`src/rtl/hazard_ctrl_unit_pkg.sv`:
```
// Shared types and constants for the pipeline hazard control unit.
// Holds the FSM encoding, the scoreboard entry layout and the parameter defaults.
package hazard_ctrl_unit_pkg;

    localparam int REG_BIT          = 5;
    localparam int SCB_ENTRY_BIT    = 7;
    localparam int FSM_STATE_BIT    = 2;
    localparam int STALL_CNT_BIT    = 32;
    localparam int SCB_DEPTH_DEF    = 3;
    localparam int DRAIN_CYCLES_DEF = 3;

    typedef enum logic [FSM_STATE_BIT-1:0] {
        ST_RUN    = 2'd0,
        ST_DRAIN  = 2'd1,
        ST_HALTED = 2'd2
    } hcu_state_e;

    typedef struct packed {
        logic               valid;
        logic [REG_BIT-1:0] rw;
        logic               memtoreg;
    } scb_entry_t;

    // Register $0 is hard-wired, so it never creates a dependency.
    function automatic logic src_match(input logic src_used, input scb_entry_t ent,
                                       input logic [REG_BIT-1:0] req);
        return src_used && ent.valid && (ent.rw == req) && (req != {REG_BIT{1'b0}});
    endfunction

endpackage

```
`src/rtl/hazard_ctrl_unit_if.sv`:
```
// Bundle of ID-stage request, EX-stage events and the control/forwarding outputs.
// The master side drives the pipeline inputs; the hazard unit is the slave.
interface hazard_ctrl_unit_if;
    import hazard_ctrl_unit_pkg::*;

    logic [REG_BIT-1:0]       id_req_a;
    logic [REG_BIT-1:0]       id_req_b;
    logic                     id_use_a;
    logic                     id_use_b;
    logic [REG_BIT-1:0]       id_req_w;
    logic                     id_w_en;
    logic                     id_memtoreg;
    logic                     jp_success;
    logic                     halt_req;
    logic                     load_use;
    logic                     en_pc;
    logic                     en_if_id;
    logic                     en_id_ex;
    logic                     flush_if_id;
    logic                     redirect_regA_ex_dm;
    logic                     redirect_regA_dm_wb;
    logic                     redirect_regB_ex_dm;
    logic                     redirect_regB_dm_wb;
    logic                     halted;
    logic [STALL_CNT_BIT-1:0] stall_cnt;

    modport master (
        output id_req_a, id_req_b, id_use_a, id_use_b, id_req_w, id_w_en, id_memtoreg,
               jp_success, halt_req,
        input  load_use, en_pc, en_if_id, en_id_ex, flush_if_id,
               redirect_regA_ex_dm, redirect_regA_dm_wb, redirect_regB_ex_dm,
               redirect_regB_dm_wb, halted, stall_cnt
    );

    modport slave (
        input  id_req_a, id_req_b, id_use_a, id_use_b, id_req_w, id_w_en, id_memtoreg,
               jp_success, halt_req,
        output load_use, en_pc, en_if_id, en_id_ex, flush_if_id,
               redirect_regA_ex_dm, redirect_regA_dm_wb, redirect_regB_ex_dm,
               redirect_regB_dm_wb, halted, stall_cnt
    );

endinterface

```
`src/rtl/hazard_ctrl_unit_scoreboard.sv`:
```
// In-flight destination tracker (EX, DM, WB) with source-operand match compare.
// Entry 0 is the instruction now in EX; the oldest entry only ages out.
module hcu_scoreboard
    import hazard_ctrl_unit_pkg::*;
#(
    parameter int DEPTH = SCB_DEPTH_DEF
) (
    input  logic               clk,
    input  logic               rst_n,
    input  logic               shift_en,
    input  logic               bubble,
    input  logic               id_w_en,
    input  logic [REG_BIT-1:0] id_req_w,
    input  logic               id_memtoreg,
    input  logic               id_use_a,
    input  logic [REG_BIT-1:0] id_req_a,
    input  logic               id_use_b,
    input  logic [REG_BIT-1:0] id_req_b,
    output logic               match_a0,
    output logic               match_a1,
    output logic               match_b0,
    output logic               match_b1,
    output logic               ex_memtoreg
);

    scb_entry_t ent_r [DEPTH];
    scb_entry_t new_ent_s;

    // Build the entry that the ID instruction will occupy once it reaches EX.
    always_comb begin
        new_ent_s = {SCB_ENTRY_BIT{1'b0}};
        if (bubble) begin
            new_ent_s = {SCB_ENTRY_BIT{1'b0}};
        end else begin
            new_ent_s.valid    = id_w_en && (id_req_w != {REG_BIT{1'b0}});
            new_ent_s.rw       = id_req_w;
            new_ent_s.memtoreg = id_memtoreg;
        end
    end

    // Shift register advancing one stage per enabled cycle.
    always_ff @(posedge clk or negedge rst_n) begin
        if (!rst_n) begin
            for (int i = 0; i < DEPTH; i++) begin
                ent_r[i] <= {SCB_ENTRY_BIT{1'b0}};
            end
        end else if (shift_en) begin
            ent_r[0] <= new_ent_s;
            for (int i = 1; i < DEPTH; i++) begin
                ent_r[i] <= ent_r[i-1];
            end
        end
    end

    assign match_a0    = src_match(id_use_a, ent_r[0], id_req_a);
    assign match_a1    = src_match(id_use_a, ent_r[1], id_req_a);
    assign match_b0    = src_match(id_use_b, ent_r[0], id_req_b);
    assign match_b1    = src_match(id_use_b, ent_r[1], id_req_b);
    assign ex_memtoreg = ent_r[0].memtoreg;

endmodule

```
`src/rtl/hazard_ctrl_unit.sv`:
```
// Pipeline hazard control: load-use stall, forwarding selects, jump squash and halt drain.
// Halt handling dominates jumps, which dominate load-use stalls.
module hazard_ctrl_unit
    import hazard_ctrl_unit_pkg::*;
#(
    parameter int SCB_DEPTH    = SCB_DEPTH_DEF,
    parameter int DRAIN_CYCLES = DRAIN_CYCLES_DEF
) (
    input  logic               clk,
    input  logic               rst_n,
    hazard_ctrl_unit_if.slave  bus
);

    localparam int                DCNT_BIT  = $clog2(DRAIN_CYCLES + 1);
    localparam logic [DCNT_BIT-1:0] DCNT_LAST = DCNT_BIT'(DRAIN_CYCLES - 1);

    hcu_state_e               state_r;
    logic [DCNT_BIT-1:0]      drain_cnt_r;
    logic [STALL_CNT_BIT-1:0] stall_cnt_r;
    logic                     halted_r;

    logic match_a0_s, match_a1_s, match_b0_s, match_b1_s, ex_memtoreg_s;
    logic shift_en_s, bubble_s, load_use_s;
    logic en_pc_s, en_if_id_s, en_id_ex_s, flush_s;
    logic a_ex_dm_s, a_dm_wb_s, b_ex_dm_s, b_dm_wb_s;

    hcu_scoreboard #(
        .DEPTH (SCB_DEPTH)
    ) u_scb (
        .clk         (clk),
        .rst_n       (rst_n),
        .shift_en    (shift_en_s),
        .bubble      (bubble_s),
        .id_w_en     (bus.id_w_en),
        .id_req_w    (bus.id_req_w),
        .id_memtoreg (bus.id_memtoreg),
        .id_use_a    (bus.id_use_a),
        .id_req_a    (bus.id_req_a),
        .id_use_b    (bus.id_use_b),
        .id_req_b    (bus.id_req_b),
        .match_a0    (match_a0_s),
        .match_a1    (match_a1_s),
        .match_b0    (match_b0_s),
        .match_b1    (match_b1_s),
        .ex_memtoreg (ex_memtoreg_s)
    );

    // Stage enables, squash and forwarding selects from state and hazard priority.
    always_comb begin
        shift_en_s = 1'b1;
        bubble_s   = 1'b0;
        load_use_s = 1'b0;
        en_pc_s    = 1'b1;
        en_if_id_s = 1'b1;
        en_id_ex_s = 1'b1;
        flush_s    = 1'b0;
        a_ex_dm_s  = 1'b0;
        a_dm_wb_s  = 1'b0;
        b_ex_dm_s  = 1'b0;
        b_dm_wb_s  = 1'b0;
        if (rst_n) begin
            case (state_r)
                ST_RUN: begin
                    a_ex_dm_s = match_a0_s && !ex_memtoreg_s;
                    a_dm_wb_s = match_a1_s && !a_ex_dm_s;
                    b_ex_dm_s = match_b0_s && !ex_memtoreg_s;
                    b_dm_wb_s = match_b1_s && !b_ex_dm_s;
                    if (bus.halt_req) begin
                        bubble_s = 1'b0;
                    end else if (bus.jp_success) begin
                        flush_s  = 1'b1;
                        bubble_s = 1'b1;
                    end else if ((match_a0_s || match_b0_s) && ex_memtoreg_s) begin
                        load_use_s = 1'b1;
                        en_pc_s    = 1'b0;
                        en_if_id_s = 1'b0;
                        bubble_s   = 1'b1;
                    end else begin
                        bubble_s = 1'b0;
                    end
                end
                ST_DRAIN: begin
                    en_pc_s    = 1'b0;
                    en_if_id_s = 1'b0;
                    flush_s    = 1'b1;
                    bubble_s   = 1'b1;
                end
                ST_HALTED: begin
                    shift_en_s = 1'b0;
                    en_pc_s    = 1'b0;
                    en_if_id_s = 1'b0;
                    en_id_ex_s = 1'b0;
                end
                default: begin
                    shift_en_s = 1'b0;
                    en_pc_s    = 1'b0;
                    en_if_id_s = 1'b0;
                    en_id_ex_s = 1'b0;
                end
            endcase
        end else begin
            shift_en_s = 1'b0;
        end
    end

    // Run/drain/halt sequencing plus the saturating stall statistics.
    always_ff @(posedge clk or negedge rst_n) begin
        if (!rst_n) begin
            state_r     <= ST_RUN;
            drain_cnt_r <= {DCNT_BIT{1'b0}};
            stall_cnt_r <= {STALL_CNT_BIT{1'b0}};
            halted_r    <= 1'b0;
        end else begin
            if (load_use_s && (stall_cnt_r != {STALL_CNT_BIT{1'b1}})) begin
                stall_cnt_r <= stall_cnt_r + 32'd1;
            end
            case (state_r)
                ST_RUN: begin
                    if (bus.halt_req) begin
                        state_r     <= ST_DRAIN;
                        drain_cnt_r <= {DCNT_BIT{1'b0}};
                    end
                end
                ST_DRAIN: begin
                    drain_cnt_r <= drain_cnt_r + DCNT_BIT'(1);
                    if (drain_cnt_r == DCNT_LAST) begin
                        state_r  <= ST_HALTED;
                        halted_r <= 1'b1;
                    end
                end
                ST_HALTED: begin
                    state_r <= ST_HALTED;
                end
                // An illegal encoding parks the pipeline rather than running blind.
                default: begin
                    state_r  <= ST_HALTED;
                    halted_r <= 1'b1;
                end
            endcase
        end
    end

    assign bus.load_use            = load_use_s;
    assign bus.en_pc               = en_pc_s;
    assign bus.en_if_id            = en_if_id_s;
    assign bus.en_id_ex            = en_id_ex_s;
    assign bus.flush_if_id         = flush_s;
    assign bus.redirect_regA_ex_dm = a_ex_dm_s;
    assign bus.redirect_regA_dm_wb = a_dm_wb_s;
    assign bus.redirect_regB_ex_dm = b_ex_dm_s;
    assign bus.redirect_regB_dm_wb = b_dm_wb_s;
    assign bus.halted              = halted_r;
    assign bus.stall_cnt           = stall_cnt_r;

endmodule

```
`src/flat_wrapper.sv`:
```
// flat-port wrapper written by rule: the top's interface ports become plain ports
module hazard_ctrl_unit_flat import hazard_ctrl_unit_pkg::*;
#(
    parameter int SCB_DEPTH    = SCB_DEPTH_DEF,
    parameter int DRAIN_CYCLES = DRAIN_CYCLES_DEF
)
  (clk, rst_n, bus_id_req_a, bus_id_req_b, bus_id_use_a, bus_id_use_b, bus_id_req_w, bus_id_w_en, bus_id_memtoreg, bus_jp_success, bus_halt_req, bus_load_use, bus_en_pc, bus_en_if_id, bus_en_id_ex, bus_flush_if_id, bus_redirect_regA_ex_dm, bus_redirect_regA_dm_wb, bus_redirect_regB_ex_dm, bus_redirect_regB_dm_wb, bus_halted, bus_stall_cnt);
  hazard_ctrl_unit_if bus_i ();
  input  logic clk;
  input  logic rst_n;
  input wire logic [$bits(bus_i.id_req_a)-1:0] bus_id_req_a;
  input wire logic [$bits(bus_i.id_req_b)-1:0] bus_id_req_b;
  input wire logic [$bits(bus_i.id_use_a)-1:0] bus_id_use_a;
  input wire logic [$bits(bus_i.id_use_b)-1:0] bus_id_use_b;
  input wire logic [$bits(bus_i.id_req_w)-1:0] bus_id_req_w;
  input wire logic [$bits(bus_i.id_w_en)-1:0] bus_id_w_en;
  input wire logic [$bits(bus_i.id_memtoreg)-1:0] bus_id_memtoreg;
  input wire logic [$bits(bus_i.jp_success)-1:0] bus_jp_success;
  input wire logic [$bits(bus_i.halt_req)-1:0] bus_halt_req;
  output wire logic [$bits(bus_i.load_use)-1:0] bus_load_use;
  output wire logic [$bits(bus_i.en_pc)-1:0] bus_en_pc;
  output wire logic [$bits(bus_i.en_if_id)-1:0] bus_en_if_id;
  output wire logic [$bits(bus_i.en_id_ex)-1:0] bus_en_id_ex;
  output wire logic [$bits(bus_i.flush_if_id)-1:0] bus_flush_if_id;
  output wire logic [$bits(bus_i.redirect_regA_ex_dm)-1:0] bus_redirect_regA_ex_dm;
  output wire logic [$bits(bus_i.redirect_regA_dm_wb)-1:0] bus_redirect_regA_dm_wb;
  output wire logic [$bits(bus_i.redirect_regB_ex_dm)-1:0] bus_redirect_regB_ex_dm;
  output wire logic [$bits(bus_i.redirect_regB_dm_wb)-1:0] bus_redirect_regB_dm_wb;
  output wire logic [$bits(bus_i.halted)-1:0] bus_halted;
  output wire logic [$bits(bus_i.stall_cnt)-1:0] bus_stall_cnt;
  assign bus_i.id_req_a = bus_id_req_a;
  assign bus_i.id_req_b = bus_id_req_b;
  assign bus_i.id_use_a = bus_id_use_a;
  assign bus_i.id_use_b = bus_id_use_b;
  assign bus_i.id_req_w = bus_id_req_w;
  assign bus_i.id_w_en = bus_id_w_en;
  assign bus_i.id_memtoreg = bus_id_memtoreg;
  assign bus_i.jp_success = bus_jp_success;
  assign bus_i.halt_req = bus_halt_req;
  assign bus_load_use = bus_i.load_use;
  assign bus_en_pc = bus_i.en_pc;
  assign bus_en_if_id = bus_i.en_if_id;
  assign bus_en_id_ex = bus_i.en_id_ex;
  assign bus_flush_if_id = bus_i.flush_if_id;
  assign bus_redirect_regA_ex_dm = bus_i.redirect_regA_ex_dm;
  assign bus_redirect_regA_dm_wb = bus_i.redirect_regA_dm_wb;
  assign bus_redirect_regB_ex_dm = bus_i.redirect_regB_ex_dm;
  assign bus_redirect_regB_dm_wb = bus_i.redirect_regB_dm_wb;
  assign bus_halted = bus_i.halted;
  assign bus_stall_cnt = bus_i.stall_cnt;
  hazard_ctrl_unit #(.SCB_DEPTH(SCB_DEPTH), .DRAIN_CYCLES(DRAIN_CYCLES)) u_core (.clk(clk), .rst_n(rst_n), .bus(bus_i));
endmodule
```
`config.mk`:
```
export PLATFORM = sky130hd
export DESIGN_NAME = hazard_ctrl_unit_flat
export DESIGN_NICKNAME = d
export VERILOG_FILES = /design/src/rtl/hazard_ctrl_unit_pkg.sv /design/src/rtl/hazard_ctrl_unit_if.sv /design/src/rtl/hazard_ctrl_unit_scoreboard.sv /design/src/rtl/hazard_ctrl_unit.sv /design/src/flat_wrapper.sv
export SDC_FILE = /design/constraint.sdc
export NUM_CORES = 1
export LEC_CHECK = 0
export BUFFER_PORTS_ARGS = -buffer_cell sky130_fd_sc_hd__buf_4
export CORE_MARGIN = 3
export CORE_UTILIZATION = 49
export DETAILED_ROUTE_END_ITERATION = 12
export GPL_TIMING_DRIVEN = 0
export PLACE_DENSITY = 0.88
export SLEW_MARGIN = 0
export SYNTH_ARGS = -nofsm -noshare
export SYNTH_HDL_FRONTEND = slang
export SYNTH_SLANG_ARGS = --single-unit
```
`constraint.sdc`:
```
create_clock -name clk -period 2 [get_ports clk]
set_input_delay 0.4 -clock clk [delete_from_list [all_inputs] [get_ports clk]]
set_output_delay 0.4 -clock clk [all_outputs]
set_load 0.02 [all_outputs]
```
* After elaboration in Yosys (flattened, before gate mapping)
Cells that the tools add are included.
** Storage, ports and cells
- Bits in registers :: 50
- Bits in latches :: 0
- Memory bits (writable) :: 0
- Memory bits (read-only) :: 0
- Input port bits :: 23
- Output and inout port bits :: 42
- Logic and storage cells :: 92
- Memories kept :: 0
** Cells by class
- Add/subtract/negate cells :: 2
- Multipliers :: 0
- Divide/modulo/power cells :: 0
- Order comparisons :: 0
- Equal/unequal tests :: 10
- Shift-type cells :: 0
- Multiplexer cells :: 37
- Bitwise operators :: 1
- Reductions and logical operators :: 33
** Operators with widths (count)
- 32-bit by 1-bit adder with 32-bit output, second input constant :: 1
- 32-bit inequality test, second input constant :: 1
- 1-bit two-way mux :: 28
- 5-bit equality test :: 4
- 1-bit logical AND :: 19
- 5-bit nonzero test :: 3
- 2-bit case mux with 2 select lines :: 2
- 7-bit two-way mux :: 1
- 2-bit two-way mux :: 3
- 1-bit case mux with 2 select lines :: 3
- 2-bit AND reduction :: 3
- 2-bit equality test, second input constant :: 2
- 2-bit OR reduction :: 2
- 1-bit zero test :: 3
- 2-bit by 1-bit adder with 2-bit output, second input constant :: 1
- 2-bit by 1-bit equality test with 1-bit output, second input constant :: 1
- 2-bit zero test :: 1
- 2-bit by 1-bit inequality test with 1-bit output, second input constant :: 1
- 2-bit inequality test, second input constant :: 1
- 2-bit nonzero test :: 1
- 1-bit logical OR :: 1
- 1-bit inverter :: 1

* Logic depth before layout (Yosys ltp)
- Word-level depth :: 11
- Gate-level depth with buffers :: 7
- Depth with buffers taken out :: 6

* Hierarchy
Synthesis repeated with hierarchy kept, for this count alone.
** Second synthesis, totals
- Cells, all modules :: 274
- Area total of the unflattened synthesis :: 2765.2 µm²
** Modules (own cells, without submodules)
- hazard_ctrl_unit :: times used 1, cells an instance 196, area an instance 1971.9 µm², sequential area each 925.9 µm²
- hcu_scoreboard :: times used 1, cells an instance 78, area an instance 793.3 µm², sequential area each 325.3 µm²

* Worst setup path before layout
OpenSTA, ideal clock, no wires.
- Kind :: input -> output
- From :: input bus_id_req_b[0]
- To :: output bus_redirect_regB_dm_wb
- Data arrival time :: 2349 ps
- Required time :: 1600 ps
- Slack :: -749 ps
- Stages on the path :: 4
- Buffers on the path :: 0
- Cell sequence :: or4_1 -> o21ai_1 -> nor3_2 -> a2111oi_0
** On the way
- Word-level cells in the longest chain between the ends :: 8
- Elaborated cells between the ends (all ways) :: 12
- Classes of those cells :: eq/ne: 2; mux: 2; reduce/logical: 8
** Ends and longest elaborated chain
- start, declared :: RTL line flat_wrapper.sv:12 : input wire logic [$bits(bus_i.id_req_b)-1:0] bus_id_req_b;
- 5-bit equality test :: RTL line hazard_ctrl_unit_pkg.sv:27 : return src_used && ent.valid && (ent.rw == req) && (req != {REG_BIT{1'b0}});
- 1-bit logical AND (2 in series) :: RTL line hazard_ctrl_unit_pkg.sv:27
- 1-bit logical AND :: RTL line hazard_ctrl_unit.sv:66 : b_ex_dm_s = match_b0_s && !ex_memtoreg_s;
- 1-bit zero test :: RTL line hazard_ctrl_unit.sv:67 : b_dm_wb_s = match_b1_s && !b_ex_dm_s;
- 1-bit logical AND * :: RTL line hazard_ctrl_unit.sv:67
- 1-bit two-way mux * :: RTL line hazard_ctrl_unit.sv:62 : case (state_r)
- 1-bit two-way mux * :: RTL line hazard_ctrl_unit.sv:61 : if (rst_n) begin
- end, declared :: RTL line flat_wrapper.sv:28 : output wire logic [$bits(bus_i.redirect_regB_dm_wb)-1:0] bus_redirect_regB_dm_wb;
Every way passes the cells marked *; elsewhere a longest branch is shown, timed or not.

* Final worst setup path
- From :: register u_core.u_scb.ent_r (netlist bit u_core.u_scb.ex_memtoreg)
- To :: output bus_en_pc
** On the way
- Word-level cells in the longest chain between the ends :: 6
** Ends and longest elaborated chain
- start, declared :: RTL line hazard_ctrl_unit_scoreboard.sv:26 : scb_entry_t ent_r [DEPTH];
- start signal, assigned by index :: RTL line hazard_ctrl_unit_scoreboard.sv:45 : ent_r[i] <= {SCB_ENTRY_BIT{1'b0}};
- start signal, assigned by index :: RTL line hazard_ctrl_unit_scoreboard.sv:50 : ent_r[i] <= ent_r[i-1];
- 1-bit logical AND :: RTL line hazard_ctrl_unit.sv:73 : end else if ((match_a0_s || match_b0_s) && ex_memtoreg_s) begin
- 1-bit two-way mux :: RTL line hazard_ctrl_unit.sv:73
- 1-bit two-way mux :: RTL line hazard_ctrl_unit.sv:70 : end else if (bus.jp_success) begin
- 1-bit two-way mux :: RTL line hazard_ctrl_unit.sv:68 : if (bus.halt_req) begin
- 1-bit two-way mux :: RTL line hazard_ctrl_unit.sv:62
- 1-bit two-way mux :: RTL line hazard_ctrl_unit.sv:61
- end, declared :: RTL line flat_wrapper.sv:21 : output wire logic [$bits(bus_i.en_pc)-1:0] bus_en_pc;
Every way passes these cells.

==> summary.md <==
| Metric | Value |
|---|---|
| Worst Setup SP | `u_core.u_scb.ex_memtoreg` |
| Register-to-Register Path Depth | `9` |
| Largest cells by area after synthesis | `dfrtp_1 (45%), xor2_1 (8.2%), xnor2_1 (7.8%)` |
| Synth Cell Area | `2790 sq um` |
| Headroom to the max-slew limit | `0.610` |
| Syn_area_per_cell | `between 10 and 15 sq um` |
| Initial Util | `0.526` |
| Cells after DPL | `401` |
| Chip width | `81.5 um` |
| EDFF count, synth | `0` |
| Core ar. | `between 5000 and 6000 sq um` |
| Worst min path class | `input pin to asynchronous set/reset pin` |
| CTS Sinks | `50` |
| Gr ovfl total | `0` |
| Filler cells | `234` |
| DRT iter0 DRCs | `322` |
| Period Utilization, post-route | `1.23` |
| Max VDD drop | `between 400 and 500 uV` |
| Flop2flop setup slack | `-340 ps` |
| Final hold slack | `-10.9 ps` |
| Share of cells above drive strength 1 | `0.545` |
| Ant. Diodes | `0` |
| Unrepaired setup endpoints after global routing | `yes` |
| Vias/cell | `between 6 and 7` |
| Pre-Repair DR Iteration Count | `8` |
| Post-Layout Cell Count | `450` |
| Setup ws final | `-451 ps` |
| Num rows | `26` |
| Final Hold Viols | `4` |
| Yosys reg bits | `50` |
| Buffers on Ports | `between 60 and 70` |
| Vias in the first global route | `2657` |
| Synth async-reset ratio | `1.00` |
| Full die area | `6640 sq um` |
| Worst-margin pin slew | `584 ps` |
| Initial antenna violation count | `0` |
| Post-synth top cells | `dfrtp_1 (50), xor2_1 (26), xnor2_1 (25)` |
| Violated checks | `hold timing, setup timing` |
| Worst Clk Skew | `around 9.5 ps` |
| Post-Syn Nets | `292` |
| Top-count cell post-synth | `dfrtp_1` |
| Worst EP required | `1600 ps` |
| Via Count | `about 2800` |
| Routed wire per std cell | `23.8 um` |
| Clock slew at reported path FFs | `100 ps` |
| CP Max Fanout | `5` |
| Cell variety after synth | `44` |
| All-Layer GR Usage | `0.291` |
| Final net count | `404` |
| Syn Inst Count | `267` |
| Max-slew violation count | `0` |
| Clk Latency, worst-skew pair | `310 ps` |
| Final WL | `around 11 mm` |
| Fin crit period | `roughly 2500 ps` |
| CP Class | `flop to primary output` |
| CTS tree | `built` |
| Dpl hpwl | `approximately 5 mm` |
| First-pass GRT wire length | `14.1 mm` |
| Total CTS buffers | `5` |
| Fmax | `408 MHz` |
| Main flop type after synthesis | `dfrtp_1` |
| Die Y-Extent | `a little over 80 um` |
| Antenna viol nets, final | `0` |
| Area Growth Syn to Fin | `62.2%` |
| Reg-to-Reg End | `u_core.bus.stall_cnt[2]` |
| Tot Pwr | `1.81 mW` |
| # IOs | `65` |
| Placed instance area | `3430 sq um` |
| Max-Cap Viols | `0` |
| WP data arrival | `2050 ps` |
| Pwr dens | `399 nW/um^2` |
| Final Cell Area | `4520 sq um` |
| Cts hold-fix bufs | `0` |
| Post-synth top area share | `0.448` |
| Gpl congestion | `about 0.92` |
| RR Startpoint | `u_core.u_scb.ent_r[15]` |
| Yosys Warn Count | `0` |
| # DRC | `0` |
| Worst setup EP type | `primary output` |
| H-tree depth | `2` |
| Clock buffer depth | `2` |
| Root Buffer | `clkbuf_8` |
| Final setup fails | `36` |
| Status | `finished, violations left` |
| Largest net degree at the start of global routing | `54` |
| Top cell type by total area after synthesis | `dfrtp_1` |
| Seq/Total Area, Yosys | `0.448` |
| P_leak | `2.02 nW` |
| Startpoint types | `flop` |
layout make-up:
type	count	area [sq um]	share of cell area
clock buffers	7	86.3	0.0191
well taps	70	87.6	0.0194
flip-flops and latches	50	1260	0.280
repair buffers	106	911	0.201
inverters	11	41.3	0.00913
plain buffers	7	96.3	0.0213
clock inverters	1	5.00	0.00111
multi-input cells	198	2030	0.449
metrics by stage:
stage          setup slack [ps]   util  setup TNS [ps]
5_1_grt                    -501  0.853          -11260
4_1_cts                    -355  0.786           -6180
3_3_place_gp               -765  0.647          -21850
2_1_floorplan              -342      -           -1070
6_report                   -451  0.853           -8540
3_5_place_dp               -828  0.647          -24500
worst max path at each step:
stage	cells past startpoint	to
2_1_floorplan	6	bus_en_pc
3_3_place_gp	7	bus_redirect_regA_dm_wb
3_5_place_dp	7	bus_redirect_regA_dm_wb
4_1_cts	7	bus_en_pc
5_1_grt	6	bus_en_pc
6_report	6	bus_en_pc
repair_timing:
action | in CTS | in global routing
setup endpoints to repair | 47 | 47
gates resized for setup | 99 | 41
pin swaps | 49 | 25
gates cloned | 2 | 0
setup buffers | 18 | 22
flip-flops by register name (all words and copies together), names as in the netlist:
signal                    flops
u_core.drain_cnt_r            2
u_core.bus.halted             1
u_core.state_r                2
u_core.bus.stall_cnt         32
u_core.u_scb.ex_memtoreg      1
u_core.u_scb.ent_r           12
layer usage:
metal,share of wire,vias to the layer above,routed length (um),track usage
li1,-,1180,-,-
met1,0.37,1397,4000,0.360
met2,0.48,207,5110,0.480
met3,0.094,54,1000,0.0548
met4,0.055,0,593,0.157
met5,0,-,0,0
worst max-delay path, cell delays in order (launching register included):
cell     delay, ps
dfrtp_1        400
inv_1          180
nor3_2         530
o21a_1         290
o31ai_4         80
buf_6          140
buf_6          120
where the power goes:
part	internal, mW	switching (mW)
clock	0.280	0.341
combinational	0.0785	0.0831
sequential	1.02	0.00825
total	1.37	0.432
cell usage in the layout (no fill, tap or decap), types with 2 or more instances in the layout:
master and n:
nor2_1 7, dfrtp_2 11, buf_6 20, a2111oi_4 2
nand3_1 14, nor4b_4 4, nor3_2 4, and3_4 2
mux2_2 6, nor2_4 6, clkbuf_8 6, dfrtp_1 39
nand2_1 15, inv_1 10, a21oi_1 2, xor2_1 26
buf_8 6, o211ai_4 2, nand4_1 12, nor4_4 11
o21ai_0 3, xnor2_1 20, nand3_2 2, nand3_4 2
nor3_1 2, a22o_1 6, xnor2_2 5, nand2b_1 5
buf_12 2, clkbuf_1 2, buf_4 83, nor3_4 15
or4_4 3, and3_1 3, or3_4 3, o21ai_4 2
kinds of logic after synthesis:
group           synth area share
simple gates               0.252
compound gates            0.0691
fa+ha+maj                0.00897
mux                       0.0282
flops                      0.448
xor+xnor                   0.160
buf+inv                   0.0332
(Power assumes the default switching activity.)
